$ cat src/rtl/csa_pkg.sv
// Shared types and default widths for the carry-save stream accumulator.
//   csa_state_e : accumulator FSM states (ACCUM, RESOLVE, DONE)
//   *_DEF       : default DATA_W / ACC_W / CNT_W
package csa_pkg;

  typedef enum logic [1:0] {
    ACCUM   = 2'd0,
    RESOLVE = 2'd1,
    DONE    = 2'd2
  } csa_state_e;

  localparam int DATA_W_DEF = 5;
  localparam int ACC_W_DEF  = 12;
  localparam int CNT_W_DEF  = 8;

endpackage

$ cat src/rtl/csa_stream_accumulator_if.sv
// Stream interface of the accumulator.
//   in_valid/in_ready/in_data/in_last : packetised operand stream
//   out_valid/out_ready               : result handshake
//   out_sum/out_count/out_overflow    : packet total, beat count, overflow
// slave  : accumulator side
// master : producer/consumer side
interface csa_stream_accumulator_if
  import csa_pkg::*;
#(
  parameter int DATA_W = DATA_W_DEF,
  parameter int ACC_W  = ACC_W_DEF,
  parameter int CNT_W  = CNT_W_DEF
);
  logic              in_valid;
  logic              in_ready;
  logic [DATA_W-1:0] in_data;
  logic              in_last;
  logic              out_valid;
  logic              out_ready;
  logic [ACC_W-1:0]  out_sum;
  logic [CNT_W-1:0]  out_count;
  logic              out_overflow;

  modport slave (
    input  in_valid, in_data, in_last, out_ready,
    output in_ready, out_valid, out_sum, out_count, out_overflow
  );

  modport master (
    output in_valid, in_data, in_last, out_ready,
    input  in_ready, out_valid, out_sum, out_count, out_overflow
  );
endinterface

$ cat src/rtl/csa_3to2.sv
// Combinational 3:2 compressor.
//   x, y, z       : W-bit operands
//   sum           : x ^ y ^ z
//   carry_shifted : majority(x,y,z) << 1, truncated to W bits
//   carry_out_msb : majority bit W-1, i.e. the carry dropped by the shift
module csa_3to2 #(
  parameter int W = 12
) (
  input  logic [W-1:0] x,
  input  logic [W-1:0] y,
  input  logic [W-1:0] z,
  output logic [W-1:0] sum,
  output logic [W-1:0] carry_shifted,
  output logic         carry_out_msb
);
  logic [W-1:0] maj;

  assign maj           = (x & y) | (x & z) | (y & z);
  assign sum           = x ^ y ^ z;
  assign carry_shifted = {maj[W-2:0], 1'b0};
  assign carry_out_msb = maj[W-1];
endmodule

$ cat src/rtl/csa_stream_accumulator.sv
// Multi-operand accumulator downstream of the 3-operand carry-save adder.
// Each accepted beat is folded into a redundant sum/carry pair; on the last
// beat the pair is resolved to binary and presented with the beat count and
// an exact overflow flag.
//   clk, rst : clock, asynchronous active-high reset
//   acc_if   : csa_stream_accumulator_if.slave (input stream + result)
// Build option: define CSA_ACC_FAST_RESOLVE_EN to resolve with a single
// ACC_W+1-bit add in one cycle instead of iterating the compressor.
module csa_stream_accumulator
  import csa_pkg::*;
#(
  parameter int DATA_W = DATA_W_DEF,
  parameter int ACC_W  = ACC_W_DEF,
  parameter int CNT_W  = CNT_W_DEF
) (
  input  logic                            clk,
  input  logic                            rst,
  csa_stream_accumulator_if.slave         acc_if
);
  csa_state_e       state_q;
  logic [ACC_W-1:0] s_q, c_q;
  logic [CNT_W-1:0] cnt_q;
  logic             ovf_q;
  logic [ACC_W-1:0] out_sum_q;
  logic [CNT_W-1:0] out_cnt_q;
  logic             out_ovf_q;

  logic [ACC_W-1:0] z_d, csa_sum, csa_carry;
  logic             csa_msb;
  logic             accept;

  // One compressor serves both phases: z carries the new word in ACCUM and
  // is zero in RESOLVE, which reduces it to a half-adder step on s/c.
  assign z_d    = (state_q == ACCUM) ? ACC_W'(acc_if.in_data) : '0;
  assign accept = acc_if.in_valid && (state_q == ACCUM);

  csa_3to2 #(.W(ACC_W)) u_csa (
    .x             (s_q),
    .y             (c_q),
    .z             (z_d),
    .sum           (csa_sum),
    .carry_shifted (csa_carry),
    .carry_out_msb (csa_msb)
  );

`ifdef CSA_ACC_FAST_RESOLVE_EN
  logic [ACC_W:0] fast_sum;
  assign fast_sum = {1'b0, s_q} + {1'b0, c_q};
`endif

  assign acc_if.in_ready     = (state_q == ACCUM);
  assign acc_if.out_valid    = (state_q == DONE);
  assign acc_if.out_sum      = out_sum_q;
  assign acc_if.out_count    = out_cnt_q;
  assign acc_if.out_overflow = out_ovf_q;

  // A carry dropped off the top of the pair is worth exactly 2^ACC_W, so
  // OR-ing every dropped carry into ovf_q keeps the overflow flag exact.
  always_ff @(posedge clk or posedge rst) begin
    if (rst) begin
      state_q   <= ACCUM;
      s_q       <= '0;
      c_q       <= '0;
      cnt_q     <= '0;
      ovf_q     <= 1'b0;
      out_sum_q <= '0;
      out_cnt_q <= '0;
      out_ovf_q <= 1'b0;
    end else begin
      case (state_q)
        ACCUM: begin
          if (accept) begin
            s_q   <= csa_sum;
            c_q   <= csa_carry;
            ovf_q <= ovf_q | csa_msb;
            if (cnt_q != '1) cnt_q <= cnt_q + 1'b1;
            if (acc_if.in_last) state_q <= RESOLVE;
          end
        end
        RESOLVE: begin
`ifdef CSA_ACC_FAST_RESOLVE_EN
          out_sum_q <= fast_sum[ACC_W-1:0];
          out_ovf_q <= ovf_q | fast_sum[ACC_W];
          out_cnt_q <= cnt_q;
          state_q   <= DONE;
`else
          if (c_q != '0) begin
            s_q   <= csa_sum;
            c_q   <= csa_carry;
            ovf_q <= ovf_q | csa_msb;
          end else begin
            out_sum_q <= s_q;
            out_ovf_q <= ovf_q;
            out_cnt_q <= cnt_q;
            state_q   <= DONE;
          end
`endif
        end
        DONE: begin
          if (acc_if.out_ready) begin
            s_q     <= '0;
            c_q     <= '0;
            cnt_q   <= '0;
            ovf_q   <= 1'b0;
            state_q <= ACCUM;
          end
        end
        default: state_q <= ACCUM;
      endcase
    end
  end
endmodule

$ cat src/flat_wrapper.sv
// flat-port wrapper written by rule: the top's interface ports become plain ports
module csa_stream_accumulator_flat import csa_pkg::*;
#(
  parameter int DATA_W = DATA_W_DEF,
  parameter int ACC_W  = ACC_W_DEF,
  parameter int CNT_W  = CNT_W_DEF
)
  (clk, rst, acc_if_in_valid, acc_if_in_data, acc_if_in_last, acc_if_out_ready, acc_if_in_ready, acc_if_out_valid, acc_if_out_sum, acc_if_out_count, acc_if_out_overflow);
  csa_stream_accumulator_if #(.DATA_W(DATA_W), .ACC_W(ACC_W), .CNT_W(CNT_W)) acc_if_i ();
  input  logic clk;
  input  logic rst;
  input wire logic [$bits(acc_if_i.in_valid)-1:0] acc_if_in_valid;
  input wire logic [$bits(acc_if_i.in_data)-1:0] acc_if_in_data;
  input wire logic [$bits(acc_if_i.in_last)-1:0] acc_if_in_last;
  input wire logic [$bits(acc_if_i.out_ready)-1:0] acc_if_out_ready;
  output wire logic [$bits(acc_if_i.in_ready)-1:0] acc_if_in_ready;
  output wire logic [$bits(acc_if_i.out_valid)-1:0] acc_if_out_valid;
  output wire logic [$bits(acc_if_i.out_sum)-1:0] acc_if_out_sum;
  output wire logic [$bits(acc_if_i.out_count)-1:0] acc_if_out_count;
  output wire logic [$bits(acc_if_i.out_overflow)-1:0] acc_if_out_overflow;
  assign acc_if_i.in_valid = acc_if_in_valid;
  assign acc_if_i.in_data = acc_if_in_data;
  assign acc_if_i.in_last = acc_if_in_last;
  assign acc_if_i.out_ready = acc_if_out_ready;
  assign acc_if_in_ready = acc_if_i.in_ready;
  assign acc_if_out_valid = acc_if_i.out_valid;
  assign acc_if_out_sum = acc_if_i.out_sum;
  assign acc_if_out_count = acc_if_i.out_count;
  assign acc_if_out_overflow = acc_if_i.out_overflow;
  csa_stream_accumulator #(.DATA_W(DATA_W), .ACC_W(ACC_W), .CNT_W(CNT_W)) u_core (.clk(clk), .rst(rst), .acc_if(acc_if_i));
endmodule
$ cat config.mk
export PLATFORM = sky130hd
export DESIGN_NAME = csa_stream_accumulator_flat
export DESIGN_NICKNAME = d
export VERILOG_FILES = /design/src/rtl/csa_pkg.sv /design/src/rtl/csa_stream_accumulator_if.sv /design/src/rtl/csa_3to2.sv /design/src/rtl/csa_stream_accumulator.sv /design/src/flat_wrapper.sv
export SDC_FILE = /design/constraint.sdc
export NUM_CORES = 1
export LEC_CHECK = 0
export CAP_MARGIN = 10
export CORE_MARGIN = 1
export CORE_UTILIZATION = 35
export CTS_BUF_LIST = sky130_fd_sc_hd__clkbuf_8
export DETAILED_ROUTE_END_ITERATION = 10
export SLEW_MARGIN = 20
export SYNTH_ARGS = -nofsm -noshare
export SYNTH_HDL_FRONTEND = slang
export SYNTH_SLANG_ARGS = --single-unit
$ cat constraint.sdc
create_clock -name clk -period 3.7 [get_ports clk]
set_input_delay 0.555 -clock clk [delete_from_list [all_inputs] [get_ports clk]]
set_output_delay 0.555 -clock clk [all_outputs]
set_load 0.05 [all_outputs]
==> results.sh, run 1 <==
export IMPL_outcome="finished, final reports clean"
export IMPL_multi_input_area_um2=1226
export IMPL_slew_headroom=0.5505
export IMPL_yosys_area_top_type="dfrtp_1"
export IMPL_cts_htree_levels=2
export IMPL_hold_path_class="reg2reg"
export IMPL_power_density_nw_per_um2=768.5
export IMPL_path_clk_slew_ns=0.10
export IMPL_grt_overflow=0
export IMPL_fillers=721
export IMPL_antenna_cells=0
export IMPL_ys_types=42
export IMPL_holdPathStages=1
export IMPL_clock_latency_ns=0.31
export IMPL_routed_wl_met3_um=184
export IMPL_ff_latch_area_um2=1376
export IMPL_synth_cell_area_um2=2746
export IMPL_rsz0062_at_grt="false"
export IMPL_hold_end="u_core.acc_if.out_count[7]$_DFFE_PP0P_"
export IMPL_io_buffer_count=32
export IMPL_drive_gt1_frac=0.2114
export IMPL_r2r_end="u_core.acc_if.out_count[7]$_DFFE_PP0P_"
export IMPL_nets=268
export IMPL_grt_pass1_vias=1782
export IMPL_setup_tns_ns=0
export IMPL_synth_top_area_frac=0.5011
export IMPL_clock_path_buffers=2
export IMPL_dominantRegCellSynth="dfrtp_1"
export IMPL_cp_data_arrival_time_ns=2.48
export IMPL_worstHoldStart="u_core.acc_if.out_count[7]$_DFFE_PP0P_"
export IMPL_post_cts_setup_buffers=0
export IMPL_ff2ff_path_depth=4
export IMPL_ys_seq_area_frac=0.5011
export IMPL_num_rows=31
export IMPL_drc=0
export IMPL_synthCells=213
export IMPL_coreArea_um2=7408
export IMPL_wl_mm=5.137
export IMPL_path_class="reg2out"
export IMPL_rrSetupSlack_ns=1.38
export IMPL_ctsResizeCount=0
export IMPL_chipHeight_um=90.58
export IMPL_dp_slack_ns=1.040
export IMPL_hold_viol_final=0
export IMPL_worst_slew_pin_slew_ns=0.6742
export IMPL_vias=1775
export IMPL_leakagePower_uw=0.001488
export IMPL_end_kind="output port"
export IMPL_gp_congestion=0.7916
export IMPL_vias_per_cell=5.145
export IMPL_timing_rr_start="u_core.c_q[5]$_DFFE_PP0P_"
export IMPL_die_area_um2=8205
export IMPL_cts_tree="done"
export IMPL_wl_met2_mm=2.284
export IMPL_yosysWarnings=0
export IMPL_drtIter0Drc=61
export IMPL_synth_enable_flop_cells=0
export IMPL_synth_area_top_cells="dfrtp_1 50%, mux2_4 11%, ha_1 4.1%"
export IMPL_synth_seq_cells=55
export IMPL_fp_dieW_um=90.58
export IMPL_grt_total_usage=0.1416
export IMPL_vdd_drop_max_mv=0.3338
export IMPL_wl_met1_mm=2.630
export IMPL_maxCapViolCount=0
export IMPL_synth_nets=236
export IMPL_area_growth_pct=18.09
export IMPL_antenna_found_initial=0
export IMPL_setup_viol=0
export IMPL_fmax_ghz=0.3292
export IMPL_min_period_ns=3.038
export IMPL_worst_path_max_fanout=17
export IMPL_cp_required_ns=3.14
export IMPL_grt_pass1_wl_mm=9.183
export IMPL_setup_slack_ns=0.6621
export IMPL_dr_max_layer_used="met4"
export IMPL_cts_hold_buf=0
export IMPL_cts_buffers_inserted=5
export IMPL_grt_start_max_net_pins=35
export IMPL_worst_setup_path_start_kind="register"
export IMPL_clock_skew_ns=0.008411
export IMPL_ys_async_sr_fraction=1.000
export IMPL_hpwlAfterDp_mm=3.477
export IMPL_cts_sinks=55
export IMPL_ant_nets=0
export IMPL_boundaryPins=33
export IMPL_wl_per_cell_um=14.89
export IMPL_fin_crit_sh=0.8211
export IMPL_drv_slew=0
export IMPL_avgSynthCellArea_um2=12.89
export IMPL_start_util=0.3707
export IMPL_drtPass1Iterations=4
export IMPL_root_buffer="clkbuf_8"
==> routing by layer <==
layer  GRT usage  up-vias
met4     0.04301        0
li1            -      840
met2      0.2052       36
met5           0        -
met3     0.03535        4
met1      0.2069      895
==> worst max-delay path by stage <==
| stage | from | to | slack (ns) | cells after the start |
|---|---|---|---|---|
| final | u_core.state_q[1]$_DFFE_PP0P_ | acc_if_out_valid | 0.66 | 4 |
| after global routing | u_core.state_q[1]$_DFFE_PP0P_ | acc_if_out_valid | 0.50 | 4 |
| after CTS | u_core.state_q[1]$_DFFE_PP0P_ | acc_if_out_valid | 0.67 | 4 |
| after detailed placement | u_core.state_q[1]$_DFFE_PP0P_ | acc_if_out_valid | 1.04 | 4 |
| after global placement | u_core.state_q[1]$_DFFE_PP0P_ | acc_if_out_valid | 1.06 | 4 |
| after floorplan | u_core.state_q[1]$_DFFE_PP0P_ | u_core.s_q[1]$_DFFE_PP0P_ | 1.61 | 7 |
==> final cells by class <==
type                            count  area share
Tap cell                           99     0.03819
Timing Repair Buffer               36      0.1080
Multi-Input combinational cell    134      0.3781
Inverter                           13     0.01505
Clock inverter                      2     0.01080
Clock buffer                        6     0.02546
Sequential cell                    55      0.4244
==> where the power goes <==
group	total, uW	switching, uW	internal, uW
clock	411	191	219
sequential	893	138	756
combinational	1190	701	487
==> per-stage QoR <==
step / utilization / hold slack (ns) / total power (uW) / std cells / area, um^2
finish: 0.4378 / 0.5165 / 2492 / 345 / 3243
global route: 0.4378 / 0.5352 / 2666 / 345 / 3243
CTS: 0.4378 / 0.5212 / 2519 / 345 / 3243
detailed placement: 0.4219 / 0.4958 / 2100 / 337 / 3126
global placement: 0.4219 / 0.4943 / 2094 / 337 / 3126
floorplan: - / 0.4819 / 1834 / 213 / 2746
==> cells in the mapped netlist (3+ instances only) <==
cell type,count
o22ai_1,5
buf_2,5
a22o_1,11
nand2_1,12
inv_1,13
a21bo_2,8
a31oi_1,4
nor2_1,6
o31ai_1,5
nand4_1,9
nor3_1,5
and3_1,3
mux2_4,20
fa_1,4
dfrtp_1,55
nand3_1,3
ha_1,9
o21ai_0,5
==> cell families (layout without fill, tap and decap cells) <==
kind of cell               count (synthesis)  after routing  share of synthesized area
DFF                                       55             55                     0.5011
and+or+nand+nor                           52             52                     0.1203
AOI/OAI and AO/OA                         46             46                     0.1349
buffers and inverters                     24             57                    0.05239
muxes                                     23             23                     0.1212
adders and majority gates                 13             13                    0.07016
==> worst max-delay path: stages, from the launching register on <==
cell and delay (ns):
dfrtp_1 0.79, nand2_1 0.12, buf_4 0.22, inv_1 0.19, clkdlybuf4s50_1 0.85
==> flip-flops by register name, summed over array words and instances (netlist names) <==
name and count:
u_core.acc_if.out_count 8, u_core.acc_if.out_overflow 1, u_core.acc_if.out_sum 12, u_core.c_q 11, u_core.cnt_q 8, u_core.ovf_q 1, u_core.s_q 12, u_core.state_q 2
==> layout by cell type, fill, tap and decap left out, types with 2 or more instances in the layout <==
master and n:
a21bo_2 8, a21oi_1 2, a22o_1 11, a31oi_1 4
and2_1 2, and3_1 3, buf_4 4, clkbuf_8 6
clkdlybuf4s50_1 32, dfrtp_1 55, fa_1 4, ha_1 9
inv_1 12, mux2_2 2, mux2_4 20, nand2_1 12
nand3_1 3, nand4_1 9, nor2_1 6, nor3_1 5
nor4_2 2, o21ai_0 5, o22ai_1 5, o31ai_1 5
o41ai_1 2
Power figures use the tool's default switching activity.
==> inputs of run 2 (changes only) <==
==> constraint.sdc (replaced) <==
create_clock -name clk -period 3 [get_ports clk]
set_input_delay 0.45 -clock clk [delete_from_list [all_inputs] [get_ports clk]]
set_output_delay 0.45 -clock clk [all_outputs]
set_load 0.05 [all_outputs]
==> run 2 against run 1 <==
Register-to-register slack got worse by 0.45 ns. Final area about the same. Count of clock-buffer cells in the layout rose by 1. Wire length increased by 2.0%. Critical endpoint is now acc_if_in_ready. Power grew 21%. Largest power group unchanged. Global-route usage shrank 0.77 points. Via count is 0.28% higher. Critical path depth fell by 1.
==> results.sh, run 2 (synthesized netlist as in run 1, its figures left out) <==
export IMPL_gr_usage_met2=0.1976
export IMPL_leakagePower_uw=0.001492
export IMPL_grt_overflow=0
export IMPL_area_growth_pct=18.00
export IMPL_die_area_um2=8205
export IMPL_num_rows=31
export IMPL_antenna_found_initial=0
export IMPL_clock_skew_ns=0.01045
export IMPL_cts_hold_buf=0
export IMPL_cts_htree_levels=2
export IMPL_final_cell_mix="55 x dfrtp_1, 32 x clkdlybuf4s50_1, 20 x mux2_4, 13 x inv_1, 12 x nand2_1"
export IMPL_hold_path_class="reg2reg"
export IMPL_clock_path_buffers=2
export IMPL_cp_required_ns=2.55
export IMPL_worst_path_max_fanout=6
export IMPL_met3_usage=0.02862
export IMPL_drive_gt1_frac=0.2137
export IMPL_cts_sinks=55
export IMPL_worst_slew_pin_slew_ns=0.7027
export IMPL_grt_pass1_vias=1730
export IMPL_grt_pass1_wl_mm=8.673
export IMPL_root_buffer="clkbuf_8"
export IMPL_fin_area_um2=3241
export IMPL_chipHeight_um=90.58
export IMPL_setup_viol=0
export IMPL_hold_viol_final=0
export IMPL_fp_dieW_um=90.58
export IMPL_drtIter0Drc=105
export IMPL_grt_busiest_layer="met1"
export IMPL_outcome="finished, final reports clean"
export IMPL_cp_data_arrival_time_ns=2.11
export IMPL_power_uw=3027
export IMPL_cts_buffers_inserted=5
export IMPL_nets=270
export IMPL_wl_per_cell_um=15.10
export IMPL_drc=0
export IMPL_power_density_nw_per_um2=934.2
export IMPL_grt_start_max_net_pins=56
export IMPL_path_class="reg2out"
export IMPL_cts_tree="done"
export IMPL_hpwlAfterDp_mm=3.584
export IMPL_grt_use_met1=0.1987
export IMPL_grt_total_usage=0.1338
export IMPL_ant_nets=0
export IMPL_clock_latency_ns=0.30
export IMPL_post_cts_setup_buffers=0
export IMPL_place_area_um2=3141
export IMPL_drv_slew=0
export IMPL_path_clk_slew_ns=0.10
export IMPL_timing_critical_path_buf_inv=2
export IMPL_end_kind="output port"
export IMPL_rrSetupSlack_ns=0.93
export IMPL_vdd_drop_max_mv=0.5252
export IMPL_coreArea_um2=7408
export IMPL_vias_per_cell=5.130
export IMPL_cp_cell_sequence="or2_4 > inv_1 > clkdlybuf4s50_1"
export IMPL_slowest_delay_ns=0.83
export IMPL_maxCapViolCount=0
export IMPL_slew_headroom=0.5315
export IMPL_antenna_cells=0
export IMPL_fin_crit_sh=0.8542
export IMPL_critPathSlowestCell="clkdlybuf4s50_1"
export IMPL_fmax_ghz=0.3902
export IMPL_setup_tns_ns=0
export IMPL_start_util=0.3707
export IMPL_drtPass1Iterations=4
export IMPL_io_buffer_count=32
export IMPL_gp_congestion=0.7558
export IMPL_ff2ff_path_depth=4
export IMPL_worst_setup_path_start_kind="register"
export IMPL_mostFrequentLayoutCell="dfrtp_1"
export IMPL_timing_rr_start="u_core.c_q[8]$_DFFE_PP0P_"
export IMPL_vias=1780
export IMPL_min_period_ns=2.563
export IMPL_endpoint="acc_if_in_ready"
export IMPL_cp_depth=3
export IMPL_r2r_end="u_core.acc_if.out_count[7]$_DFFE_PP0P_"
export IMPL_critPathTopFamily="buffers and inverters"
export IMPL_rsz0062_at_grt="false"
export IMPL_ctsResizeCount=0
export IMPL_cp_startpoint="u_core.state_q[1]$_DFFE_PP0P_"
export IMPL_wl_mm=5.238
export IMPL_boundaryPins=33
[run 2: cell count changes in the layout (fill, tap and decap cells not counted)]
cell       change
buf_4          +2
bufinv_16      -1
clkbuf_8       +1
clkinv_2       -1
inv_1          +1
[run 2: routing by layer]
layer / up-vias / wire length, um
met1: 896 / 2679
li1: 844 / -
met4: 0 / 24
met5: - / 0
met3: 2 / 177
met2: 38 / 2356
[run 2: per-stage QoR]
stage / hold WS (ns) / utilization / setup slack, ns / instances
finish: 0.5151 / 0.4374 / 0.4374 / 347
detailed placement: 0.4928 / 0.4239 / 0.6133 / 339
global placement: 0.4966 / 0.4239 / 0.6945 / 339
global route: 0.5326 / 0.4374 / 0.3578 / 347
floorplan: 0.4819 / - / 0.9143 / 213
CTS: 0.5227 / 0.4374 / 0.4308 / 347
[run 2: area by class of cell]
class	instances	area, um^2
well taps	99	123.9
repair buffers	38	365.4
flip-flops and latches	55	1376
fillers	697	4168
clock buffers	7	96.34
inverters	13	48.80
multi-input cells	134	1226
clock inverters	1	3.754
[run 2: how the worst min path moves through the flow]
stage | from | to | slack [ns] | depth (start not counted)
after global placement | u_core.acc_if.out_count[0]$_DFFE_PP0P_ | u_core.acc_if.out_count[0]$_DFFE_PP0P_ | 0.50 | 1
after CTS | u_core.acc_if.out_count[5]$_DFFE_PP0P_ | u_core.acc_if.out_count[5]$_DFFE_PP0P_ | 0.52 | 1
after floorplan | u_core.ovf_q$_DFFE_PP0P_ | u_core.acc_if.out_overflow$_DFFE_PP0P_ | 0.48 | 1
after global routing | u_core.acc_if.out_count[5]$_DFFE_PP0P_ | u_core.acc_if.out_count[5]$_DFFE_PP0P_ | 0.53 | 1
final | u_core.acc_if.out_count[5]$_DFFE_PP0P_ | u_core.acc_if.out_count[5]$_DFFE_PP0P_ | 0.52 | 1
after detailed placement | u_core.acc_if.out_sum[2]$_DFFE_PP0P_ | u_core.acc_if.out_sum[2]$_DFFE_PP0P_ | 0.49 | 1
[run 2: power by group]
group,leakage (uW),switching (uW),internal [uW]
clock network,0.0000557,237,208
registers,0.000730,158,932
logic,0.000706,880,612
